[src/rtl/rv32i_pkg.sv]
// rtl/rv32i_pkg.sv - shared constants, fetch state encoding and address checks
package rv32i_pkg;

   localparam int XLEN = 32;
   localparam logic [XLEN-1:0] NOP_INSTR = 32'h00000013;

   typedef enum logic [1:0] {
      ST_BOOT  = 2'd0,
      ST_RUN   = 2'd1,
      ST_FAULT = 2'd2
   } fetch_state_e;

   // Last byte of the word is computed one bit wider so a wrapping address never looks legal.
   function automatic logic addr_in_bounds(input logic [XLEN-1:0] addr,
                                           input logic [XLEN-1:0] mem_size);
      logic [XLEN:0] last_byte;
      logic [XLEN:0] limit;
      last_byte = {1'b0, addr} + {{(XLEN-1){1'b0}}, 2'd3};
      limit     = {1'b0, mem_size} - {{XLEN{1'b0}}, 1'b1};
      return last_byte <= limit;
   endfunction

   function automatic logic addr_legal(input logic [XLEN-1:0] addr,
                                       input logic [XLEN-1:0] mem_size);
      return (addr[1:0] == 2'b00) && addr_in_bounds(addr, mem_size);
   endfunction

endpackage

[src/rtl/fetch_next_pc.sv]
// rtl/fetch_next_pc.sv - next-PC priority mux, capture enable and fault decision
module fetch_next_pc
   import rv32i_pkg::*;
#(
   parameter int unsigned MEM_SIZE = 1024
) (
   input  fetch_state_e       state_i,
   input  logic [XLEN-1:0]    pc_i,
   input  logic               id_valid_i,
   input  logic               id_ready_i,
   input  logic               redirect_valid_i,
   input  logic [XLEN-1:0]    redirect_target_i,
   output fetch_state_e       state_d_o,
   output logic [XLEN-1:0]    pc_d_o,
   output logic               capture_o,
   output logic               flush_o,
   output logic               fault_o,
   output logic [XLEN-1:0]    fault_addr_o
);

   localparam logic [XLEN-1:0] MEM_SIZE_W = XLEN'(MEM_SIZE);

   always_comb begin
      state_d_o    = state_i;
      pc_d_o       = pc_i;
      capture_o    = 1'b0;
      flush_o      = 1'b0;
      fault_o      = 1'b0;
      fault_addr_o = pc_i;
      case (state_i)
         ST_BOOT: state_d_o = ST_RUN;
         ST_RUN: begin
            if (redirect_valid_i && !addr_legal(redirect_target_i, MEM_SIZE_W)) begin
               state_d_o    = ST_FAULT;
               fault_o      = 1'b1;
               fault_addr_o = redirect_target_i;
            end else if (redirect_valid_i) begin
               pc_d_o  = redirect_target_i;
               flush_o = 1'b1;
            end else if (!id_valid_i || id_ready_i) begin
               // Sequential PC stays aligned, so only the upper bound can fail here.
               if (!addr_in_bounds(pc_i, MEM_SIZE_W)) begin
                  state_d_o    = ST_FAULT;
                  fault_o      = 1'b1;
                  fault_addr_o = pc_i;
               end else begin
                  capture_o = 1'b1;
                  pc_d_o    = pc_i + XLEN'(4);
               end
            end
         end
         ST_FAULT: state_d_o = ST_FAULT;
         default:  state_d_o = ST_BOOT;
      endcase
   end

endmodule

[src/rtl/instruction_fetch_unit.sv]
// rtl/instruction_fetch_unit.sv - PC, IF/ID register and sticky fetch fault
module instruction_fetch_unit
   import rv32i_pkg::XLEN;
   import rv32i_pkg::fetch_state_e;
   import rv32i_pkg::ST_BOOT;
#(
   parameter logic [31:0] RESET_PC  = 32'h00000000,
   parameter int unsigned MEM_SIZE  = 1024,
   parameter logic [31:0] NOP_INSTR = rv32i_pkg::NOP_INSTR
) (
   input  logic               Clk,
   input  logic               Reset,
   output logic [XLEN-1:0]    Imem_Addr,
   input  logic [XLEN-1:0]    Imem_Dout,
   input  logic               Redirect_Valid,
   input  logic [XLEN-1:0]    Redirect_Target,
   input  logic               Id_Ready,
   output logic               Id_Valid,
   output logic [XLEN-1:0]    Id_Instr,
   output logic [XLEN-1:0]    Id_PC,
   output logic [XLEN-1:0]    Id_PC_Plus4,
   output logic               Fault,
   output logic [XLEN-1:0]    Fault_Addr
);

   fetch_state_e    state_q, state_d;
   logic [XLEN-1:0] pc_q, pc_d;
   logic            id_valid_q;
   logic [XLEN-1:0] id_instr_q, id_pc_q, id_pc_plus4_q;
   logic            fault_q;
   logic [XLEN-1:0] fault_addr_q, fault_addr_d;
   logic            capture, flush, fault_set;

   fetch_next_pc #(
      .MEM_SIZE (MEM_SIZE)
   ) u_next_pc (
      .state_i           (state_q),
      .pc_i              (pc_q),
      .id_valid_i        (id_valid_q),
      .id_ready_i        (Id_Ready),
      .redirect_valid_i  (Redirect_Valid),
      .redirect_target_i (Redirect_Target),
      .state_d_o         (state_d),
      .pc_d_o            (pc_d),
      .capture_o         (capture),
      .flush_o           (flush),
      .fault_o           (fault_set),
      .fault_addr_o      (fault_addr_d)
   );

   always_ff @(posedge Clk) begin
      if (Reset) begin
         state_q       <= ST_BOOT;
         pc_q          <= RESET_PC;
         id_valid_q    <= 1'b0;
         id_instr_q    <= NOP_INSTR;
         id_pc_q       <= '0;
         id_pc_plus4_q <= XLEN'(4);
         fault_q       <= 1'b0;
         fault_addr_q  <= '0;
      end else begin
         state_q <= state_d;
         pc_q    <= pc_d;
         if (fault_set) begin
            fault_q      <= 1'b1;
            fault_addr_q <= fault_addr_d;
            id_valid_q   <= 1'b0;
         end else if (flush) begin
            id_valid_q <= 1'b0;
            id_instr_q <= NOP_INSTR;
         end else if (capture) begin
            id_valid_q    <= 1'b1;
            id_instr_q    <= Imem_Dout;
            id_pc_q       <= pc_q;
            id_pc_plus4_q <= pc_q + XLEN'(4);
         end
      end
   end

   assign Imem_Addr   = pc_q;
   assign Id_Valid    = id_valid_q;
   assign Id_Instr    = id_instr_q;
   assign Id_PC       = id_pc_q;
   assign Id_PC_Plus4 = id_pc_plus4_q;
   assign Fault       = fault_q;
   assign Fault_Addr  = fault_addr_q;

endmodule

[config.mk]
export PLATFORM = sky130hd
export DESIGN_NAME = instruction_fetch_unit
export DESIGN_NICKNAME = d
export VERILOG_FILES = /design/src/rtl/rv32i_pkg.sv /design/src/rtl/fetch_next_pc.sv /design/src/rtl/instruction_fetch_unit.sv
export SDC_FILE = /design/constraint.sdc
export NUM_CORES = 1
export LEC_CHECK = 0
export ABC_AREA = 1
export BUFFER_PORTS_ARGS = -buffer_cell sky130_fd_sc_hd__buf_2
export CAP_MARGIN = 25
export CORE_MARGIN = 3
export CORE_UTILIZATION = 35
export DETAILED_ROUTE_END_ITERATION = 16
export PLACE_DENSITY = 0.62
export SLEW_MARGIN = 40
export SYNTH_ARGS = -nofsm -noshare
export SYNTH_HDL_FRONTEND = slang
export SYNTH_HIERARCHICAL = 1
export SYNTH_SLANG_ARGS = --single-unit
export TNS_END_PERCENT = 1
[constraint.sdc]
create_clock -name Clk -period 4.5 [get_ports Clk]
set_input_delay 0.45 -clock Clk [delete_from_list [all_inputs] [get_ports Clk]]
set_output_delay 0.45 -clock Clk [all_outputs]
set_load 0.01 [all_outputs]
# Word-level counts from Yosys, hierarchy flattened
# Cells that the tools add are included.
dict set report word_totals {
  reg_bits 164
  input_bits 68
  out_inout_bits 162
  wordCells 61
}
dict set report classes {
  add_sub_neg 3
  magnitude_cmp 2
  n_eq_ne 5
  mux 25
  bitwise 3
  reduce_logical 15
}
# cell n
set op_table {}
lappend op_table {{$mux 32} 7}
lappend op_table {{$add 32x2->33 const B} 2}
lappend op_table {{$le 33x10->1 const B} 2}
lappend op_table {{$add 32x3->32 const B} 1}
lappend op_table {{$mux 1} 13}
lappend op_table {{$mux 2} 4}
lappend op_table {{$ne 3x2->1 const B} 2}
lappend op_table {{$pmux 2 s3} 1}
lappend op_table {{$reduce_and 3->1} 2}
lappend op_table {{$reduce_bool 2->1} 3}
lappend op_table {{$logic_not 2->1} 2}
lappend op_table {{$reduce_and 4->1} 1}
lappend op_table {{$ne 3x1->1 const B} 1}
lappend op_table {{$not 1->1} 3}
lappend op_table {{$reduce_or 3->1} 1}
lappend op_table {{$eq 2x1->1 const B} 1}
lappend op_table {{$eq 2x2->1 const B} 1}
lappend op_table {{$logic_and 1x1->1} 2}
lappend op_table {{$logic_not 1->1} 2}
lappend op_table {{$reduce_and 2->1} 1}
lappend op_table {{$logic_or 1x1->1} 1}

# Logic depth before layout (Yosys ltp)
# Gate-level depths: netlist of run 1.
dict set report logic_depth {
  ltp_word 9
  ltp_mapped 30
  mapped_depth_nobuf 26
}

# Cells and area by module
# Netlist of run 1, hierarchy kept.
# mod instances cells_per_inst area_per_inst_um2 seq_area_each_um2
set modules_own_cells {}
lappend modules_own_cells {instruction_fetch_unit 1 868 6342.3 3243.1}
lappend modules_own_cells {fetch_next_pc 1 850 3902.5 0.0}

# Least setup slack after synthesis of run 1
# No wires, ideal clock.
dict set report synth_timing {
  kind {register to register}
  startpoint {register pc_q[0], in the netlist Imem_Addr[0]}
  endpoint {register id_instr_q[21], in the netlist Id_Instr[21]}
  setup_time_ps 132
  arrival_ps 3278
  required_time_ps 4368
  slack_ps 1090
  stages_incl_launch_ff 24
  path_buffers 3
  synth_period_minus_slack_ps 3410
  cell_sequence {dfxtp_1 -> inv_1 -> ha_1 -> inv_1 -> nand2_1 -> nor2_1 -> nand3_2 -> inv_1 -> nand2_1 -> nand2_1 -> nand2_1 -> nor2_1 -> nand2_1 -> nor2_1 -> nand3_1 -> buf_6 -> nor4_1 -> inv_1 -> a21oi_1 -> inv_1 -> buf_2 -> buf_6 -> nand2_1 -> a21oi_1}
}
dict set report synth_via {
  elab_chain_cells 9
  elab_cells_between_ends 15
  cone_classes {add/sub: 1; order compare: 1; mux: 10; bitwise: 1; reduce/logical: 2}
}
# item line_no
set synth_lines {}
lappend synth_lines {{from (decl)} instruction_fetch_unit.sv:27} ;# logic [XLEN-1:0] pc_q, pc_d;
lappend synth_lines {{from (signal assigned)} instruction_fetch_unit.sv:63} ;# pc_q <= pc_d;
lappend synth_lines {{$add 32x2->33} rv32i_pkg.sv:18} ;# last_byte = {1'b0, addr} + {{(XLEN-1){1'b0}}, 2'd3};
lappend synth_lines {{$le 33x10->1} rv32i_pkg.sv:20} ;# return last_byte <= limit;
lappend synth_lines {{$mux 1} fetch_next_pc.sv:42} ;# if (!addr_in_bounds(pc_i, MEM_SIZE_W)) begin
lappend synth_lines {{$mux 1} fetch_next_pc.sv:40} ;# end else if (!id_valid_i || id_ready_i) begin
lappend synth_lines {{$mux 1} fetch_next_pc.sv:37} ;# end else if (redirect_valid_i) begin
lappend synth_lines {{$mux 1} fetch_next_pc.sv:33} ;# if (redirect_valid_i && !addr_legal(redirect_target_i, MEM_SIZE_W)) begin
lappend synth_lines {{$mux 1} fetch_next_pc.sv:30} ;# case (state_i)
lappend synth_lines {{named net capture} instruction_fetch_unit.sv:32} ;# logic capture, flush, fault_set;
lappend synth_lines {{$reduce_bool 2->1 (no line)} --}
lappend synth_lines {{$reduce_and 2->1 (no line)} --}
lappend synth_lines {{to (signal assigned)} instruction_fetch_unit.sv:73} ;# id_instr_q <= Imem_Dout;
lappend synth_lines {{to (decl)} instruction_fetch_unit.sv:29} ;# logic [XLEN-1:0] id_instr_q, id_pc_q, id_pc_plus4_q;
# The timed path passes the listed nets, and every way through them passes these cells.
# A chain may end at the register's enable or synchronous reset.

# Worst setup path after layout of run 1
dict set report layout_timing {
  startpoint {register pc_q[1], in the netlist Imem_Addr[1]}
  endpoint {register id_instr_q[30], in the netlist Id_Instr[30]}
}
dict set report layout_via {
  elab_chain_cells 9
  elab_cells_between_ends 15
  cone_classes {add/sub: 1; order compare: 1; mux: 10; bitwise: 1; reduce/logical: 2}
}
# item line_no
set layout_lines {}
lappend layout_lines {{$add 32x2->33} rv32i_pkg.sv:18}
lappend layout_lines {{$le 33x10->1} rv32i_pkg.sv:20}
lappend layout_lines {{$mux 1} fetch_next_pc.sv:42}
lappend layout_lines {{$mux 1} fetch_next_pc.sv:40}
lappend layout_lines {{$mux 1} fetch_next_pc.sv:37}
lappend layout_lines {{$mux 1} fetch_next_pc.sv:33}
lappend layout_lines {{$mux 1} fetch_next_pc.sv:30}
lappend layout_lines {{named net fault_set} instruction_fetch_unit.sv:32}
lappend layout_lines {{$not 1->1 (no line)} --}
lappend layout_lines {{$reduce_and 2->1 (no line)} --}
# The timed path passes the listed nets, and every way through them passes these cells.

==> out/summary.txt, run 1 <==
outcome: completed
ys async rst share: 0%
Final ANT Viol Nets: 0
final setup vio count: 0
actual slew at the worst max-slew pin: 0.777 ns
fin nets: 2009
Slew Viols, Final: 0
Die Wd: 177 microns
main flop type after synthesis: dfxtp_1
max incr delay on CP: 0.45 ns
achievable frequency: 245 MHz
Area Growth Syn to Fin: 20.5%
Starting Density: 35.6%
fin crit period: 4.08 ns
Final GP Congestion: 0.933
DP Cell Count: 2300
R2R setup slack: 0.42 ns
Crit-path slowest cell: dfxtp_1
Mapped Nets: 1792
# IOs: 230
maximum fanout along the worst path: 27
diode count: 0
cts hold-fix bufs: 0
Die Area: 31400 sq um
Slew headroom: 48.1%
final period utilization: 90.7%
initial detailed-routing violation count: 937
layout cells sized above 1: 18.5%
top cell type's share of synthesized area: 31.7%
DRC: 0
Site Rows: 62
Worst Skew: 0.0178 ns
Cell variety after synth: 43
core area: 28800 sq um
RSZ-0062 raised after global routing: true
crit-path most repeated cell: nand2_1
initial antenna violation count: 1
CTS tree: built
crit end category: flop
GR Overflow Total: 0
Total Routed Length: 37200 microns
maximum capacitance violations: 0
Bufs on Longest Clock Path: 2
synth warn: 6
Chip Height: 177 microns
sequential-to-total area share from yosys stat: 31.7%
critical path's top delay family: simple AND/OR/NAND/NOR gates
top post-synthesis cells by count: nand2_1, nor2_1, inv_1, dfxtp_1, nand3_1
Clk pin slew, worst setup/hold paths: 0.08 ns
CTS Sinks: 162
fin cells: 2332
hold path cells: 3
cell count of the worst reg-to-reg path: 24
cell area after synthesis: 10200 sq um
vias in the first global route: 10690
buffers added on ports: 229
PwrDens: 288 nW/um^2
worst path required time: 4.88 ns
flops & latches, synth: 162
Post-Syn Instances: 1718
Worst-Skew Late Latency: 0.45 ns
Num CTS Buffers: 17
DR pass1 iterations: 6
worst path buffer plus inverter count: 6
post-route core utilization: 42.9%
Routed WL per cell: 15.9 microns
Yosys top cell by area: dfxtp_1
CP Cell Sequence: inv_1 -> ha_1 -> inv_1 -> nand2_1 -> nor2_1 -> nand3_2 -> nor2_1 -> nand2_1 -> nand2_1 -> nand2_1 -> inv_1 -> nand2_1 -> nor2_1 -> nand3_1 -> nand2_1 -> a21oi_1 -> nand2_1 -> nor2_2 -> inv_4 -> nand3_4 -> inv_2 -> buf_4 -> nand2_1 -> a21oi_1
via count: 11550
Root Driver: clkbuf_16
Fill cells: 3168
WP data arrival: 4.46 ns
Overall Global Routing Usage: 23.2%
H-tree levels: 4
startpoint types: flop
multi-input logic area: 5800 sq um
Via density: 4.95
DP Wirelength: 28700 microns
P_leak: 5.84 nW
Area contributors post-synth: dfxtp_1, nand2_1, nor2_1, inv_1, nand3_1
Levels on crit path: 24
Post-synth EDFFs: 0
count leader, synth: nand2_1
first-pass GRT wire length: 57500 microns
critical path class: flop to flop
largest net degree at the start of global routing: 75
Hold Path Class: input port to flop
Final Hold Viols: 0
FF/Latch Area: 3240 sq um
peak supply drop: 243 uV
syn avg cell area: 5.96 sq um
path summary, 6_finish.rpt:
kind | from | endpoint
min reg2reg | Id_Instr[18]$_SDFFE_PP0P_ | Id_Instr[18]$_SDFFE_PP0P_
max reg2reg | Imem_Addr[1]$_SDFF_PP0_ | Id_Instr[30]$_SDFFE_PP0P_
max | Imem_Addr[1]$_SDFF_PP0_ | Id_Instr[30]$_SDFFE_PP0P_
min | Imem_Dout[0] | Id_Instr[0]$_SDFFE_PP1P_
metrics by stage:
step	hold slack, ns	setup TNS, ns	instance area [sq um]	total power [W]	worst slack [ns]
CTS	0.223	0	12300	0.00360	0.0683
global placement	0.439	0	11700	0.00204	0.190
finish	0.238	0	12300	0.00356	0.416
detailed placement	0.449	0	11700	0.00204	0.0902
global route	0.237	-0.518	12300	0.00371	-0.0467
floorplan	0.483	0	10200	0.00186	1.09
routing by layer:
metal  vias up  track usage [%]  wire length, microns
met5         -                0                     9
met3        60             4.08                  2930
met2       466             38.9                 17100
li1       5814                -                     -
met1      5208             30.2                 16200
met4         2             7.30                   872
cell type report:
cell class	count	share of cell area, %
Tap cell	384	3.89
Sequential cell	162	26.3
Multi-Input combinational cell	1289	47.0
Clock buffer	17	3.45
Inverter	204	6.24
Timing Repair Buffer	261	11.5
Clock inverter	15	1.72
worst register-to-register path: cells and delay by family, from the launching register on:
family,cells,cell delay (ns)
AO/OA/AOI/OAI,2,0.25
adder cells (fa/ha/maj),1,0.26
buffers and inverters,6,1.13
flip-flops,1,0.45
AND/OR/NAND/NOR,15,1.93
power by group:
group	total [W]	switching, W	leakage [nW]	internal, W
Combinational	0.000482	0.000327	4.21	0.000155
Sequential	0.00153	0.0000345	1.32	0.00150
Clock	0.00155	0.000735	0.308	0.000813
sequential cells by signal, summed over array words and instances (netlist names):
| register | count |
|---|---|
| Fault_Addr | 32 |
| Id_Valid | 1 |
| Fault | 1 |
| state_q | 2 |
| Id_Instr | 32 |
| Id_PC | 32 |
| Id_PC_Plus4 | 30 |
| Imem_Addr | 32 |
placed cells by master (no fill, tap or decap), drive strengths merged, types with 8 or more instances in the layout:
cell    synthesis  final
nand2         543    543
nor2          369    369
buf            41    261
inv           202    209
dfxtp         162    162
nand3         128    128
o21ai          88     88
a21oi          51     51
nand4          22     22
nor3           22     22
clkbuf         22     17
a31oi          15     15
xor2           11     11
clkinv          2      9
a211oi          8      8
kinds of logic (layout without fill, tap and decap cells):
kind of cell	count (synthesis)	after routing	share of synthesized area [%]
buf+inv	267	497	11.8
xor+xnor	13	13	1.11
fa+ha+maj	6	6	0.733
simple gates	1096	1096	45.2
flops	162	162	31.7
compound gates	174	174	9.45
repair_timing:
item | in CTS | in global routing
setup endpoints to repair | 0 | 37
setup buffers | 0 | 0
gates resized for setup | 0 | 1
Note: power is estimated with default switching activity, not from simulation.
==> run 2, diff against run 1 <==
--- a/config.mk
+++ b/config.mk
@@ -14,2 +14,3 @@
 export PLACE_DENSITY = 0.62
+export REMOVE_ABC_BUFFERS = 1
 export SLEW_MARGIN = 40
==> constraint.sdc (replaced) <==
create_clock -name Clk -period 4.5 [get_ports Clk]
set_input_delay 0.9 -clock Clk [delete_from_list [all_inputs] [get_ports Clk]]
set_output_delay 0.9 -clock Clk [all_outputs]
set_load 0.01 [all_outputs]
==> out/summary.txt, run 2 (synthesized netlist as in run 1, its figures left out) <==
initial antenna violation count: 0 (-1)
maximum capacitance violations: 0 (unchanged)
global-route met1 utilization: 30.7% (+0.49 points)
vias in the first global route: 10749 (+0.55%)
H-tree levels: 4 (unchanged)
final setup vio count: 0 (unchanged)
layout cells sized above 1: 18.7% (+0.18 points)
first-pass GRT wire length: 57500 microns (about the same)
most common cell after layout, fill and taps aside: nand2_1
critical path class: input port to flop
hold_ws: 0.447 ns (+0.209 ns)
via count: 11637 (+0.75%)
R2R setup slack: 0.55 ns (+0.13 ns)
Root Driver: clkbuf_16
startpoint types: input port
hold path cells: 1 (-2)
final period utilization: 89.0% (-1.7 points)
fin crit period: 4.01 ns (-0.0780 ns)
Chip Height: 177 microns (unchanged)
fin nets: 2017 (+0.40%)
post-route core utilization: 43.1% (+0.25 points)
# IOs: 230 (unchanged)
core area: 28800 sq um (unchanged)
PwrDens: 288 nW/um^2 (-0.12%)
outcome: completed
Die Area: 31400 sq um (unchanged)
Post-CTS Setup Inserts: 0 (unchanged)
buffers added on ports: 229 (unchanged)
P_leak: 5.88 nW (+0.77%)
CTS tree: built
worst path required time: 4.88 ns (about the same)
Routed WL per cell: 15.8 microns (-0.76%)
crit end category: flop
WP data arrival: 4.39 ns (-0.07 ns)
GRT met2 Usage: 38.3% (-0.62 points)
RSZ-0062 raised after global routing: false
Area Growth Syn to Fin: 21.2%
Overall Global Routing Usage: 23.1% (-0.066 points)
diode count: 0 (unchanged)
Worst Skew: 0.0134 ns (-0.00441 ns)
reg2reg end: Id_PC[5]$_SDFFE_PP0P_
Hold Path Class: flop to flop
Die Wd: 177 microns (unchanged)
FF-to-FF Start: Imem_Addr[4]$_SDFF_PP0_
largest net degree at the start of global routing: 98 (+31%)
cts hold-fix bufs: 0 (unchanged)
Starting Density: 35.6% (unchanged)
Hold Crit Endpoint: Id_PC_Plus4[2]$_SDFFE_PP1P_
DP Wirelength: 28000 microns (-2.6%)
GR Overflow Total: 0 (unchanged)
actual slew at the worst max-slew pin: 0.804 ns (+0.0270 ns)
cell count of the worst reg-to-reg path: 20 (-17%)
CTS-repair resized insts: 0 (unchanged)
Slew headroom: 46.4% (-1.7 points)
achievable frequency: 250 MHz (+1.9%)
Worst Hold Launch: Id_PC_Plus4[2]$_SDFFE_PP1P_
Total Routed Length: 37000 microns (-0.42%)
Slew Viols, Final: 0 (unchanged)
Final Hold Viols: 0 (unchanged)
Site Rows: 62 (unchanged)
DR pass1 iterations: 6 (unchanged)
Final GP Congestion: 0.926 (-0.66%)
Via density: 4.97 (+0.41%)
Clk pin slew, worst setup/hold paths: 0.07 ns (about the same)
maximum fanout along the worst path: 26 (-3.7%)
peak supply drop: 247 uV (+1.5%)
GRT Max-Usage Layer: met2
Worst-Skew Late Latency: 0.44 ns (about the same)
most frequent cells in the layout: nand2_1, nor2_1, buf_2, inv_1, dfxtp_1
DRC: 0 (unchanged)
initial detailed-routing violation count: 1004 (+7.2%)
Final ANT Viol Nets: 0 (unchanged)
Bufs on Longest Clock Path: 2 (unchanged)
CTS Sinks: 162 (unchanged)
GR Layer Usage met3: 4.33% (+0.26 points)
Num CTS Buffers: 17 (unchanged)
run 2: cell count changes in the layout (fill, tap and decap cells not counted), moves of 2 or more:
cell	previous run	this run
buf_4	31	36
inv_8	3	5
buf_12	2	4
clkinv_8	6	2
run 2: critical path: stages:
cell     delay (ns)
buf_2          0.12
inv_1          0.09
ha_1           0.32
inv_1          0.17
nand3_1        0.15
nor2_1         0.25
nand2_1        0.08
nand2_1        0.06
nand2_1        0.07
nor3_1         0.22
nand4_2        0.21
nor2_8         0.21
nand2_1        0.09
nand2_1        0.13
nor2_2         0.12
inv_4          0.10
nand3_4        0.08
inv_2          0.47
nand2_1        0.16
o21ai_0        0.20
o21ai_1        0.09
inv_1          0.08
run 2: metrics by stage:
step	TNS (ns)	area, sq um	total power [W]	worst slack (ns)	std cells
after floorplan	-39.65	9800	0.00181	-0.681	1655
after global placement	0	11800	0.00205	0.152	2308
after CTS	0	12400	0.00361	0.533	2340
after global routing	0	12400	0.00373	0.0975	2340
after detailed placement	0	11800	0.00205	0.0871	2308
final	0	12400	0.00358	0.494	2340
run 2: where the power goes:
part           internal (W)  total, W  switching [W]
Clock              0.000852   0.00156       0.000705
Sequential          0.00150   0.00153      0.0000340
Combinational      0.000162  0.000490       0.000328
Total               0.00251   0.00358        0.00107
run 2: per-layer routing:
metal / routed length [microns] / share of wire, %
met5: 0 / 0
met4: 860 / 2.3
met3: 3020 / 8.2
met2: 16800 / 45
met1: 16400 / 44
run 2: layout make-up:
| cell class | count | area, sq um |
|---|---|---|
| fill | 3130 | 16400 |
| multi-input combinational | 1289 | 5800 |
| sequential | 162 | 3240 |
| timing repair buffer | 269 | 1500 |
| inverter | 204 | 771 |
| tap | 384 | 480 |
| clock buffer | 18 | 429 |
| clock inverter | 14 | 191 |
run 2: how the worst max path moves through the flow:
stage,cells past startpoint,slack (ns),from,to
3_3_place_gp,21,0.15,Redirect_Target[0],Id_Instr[26]$_SDFFE_PP0P_
4_1_cts,21,0.53,Redirect_Target[0],Id_Instr[16]$_SDFFE_PP0P_
3_5_place_dp,21,0.09,Redirect_Target[0],Id_Instr[16]$_SDFFE_PP0P_
6_report,22,0.49,Redirect_Target[0],Id_PC_Plus4[11]$_SDFFE_PP0P_
2_1_floorplan,21,-0.68,Redirect_Target[1],Id_PC_Plus4[11]$_SDFFE_PP0P_
5_1_grt,22,0.1,Redirect_Target[0],Id_PC_Plus4[11]$_SDFFE_PP0P_
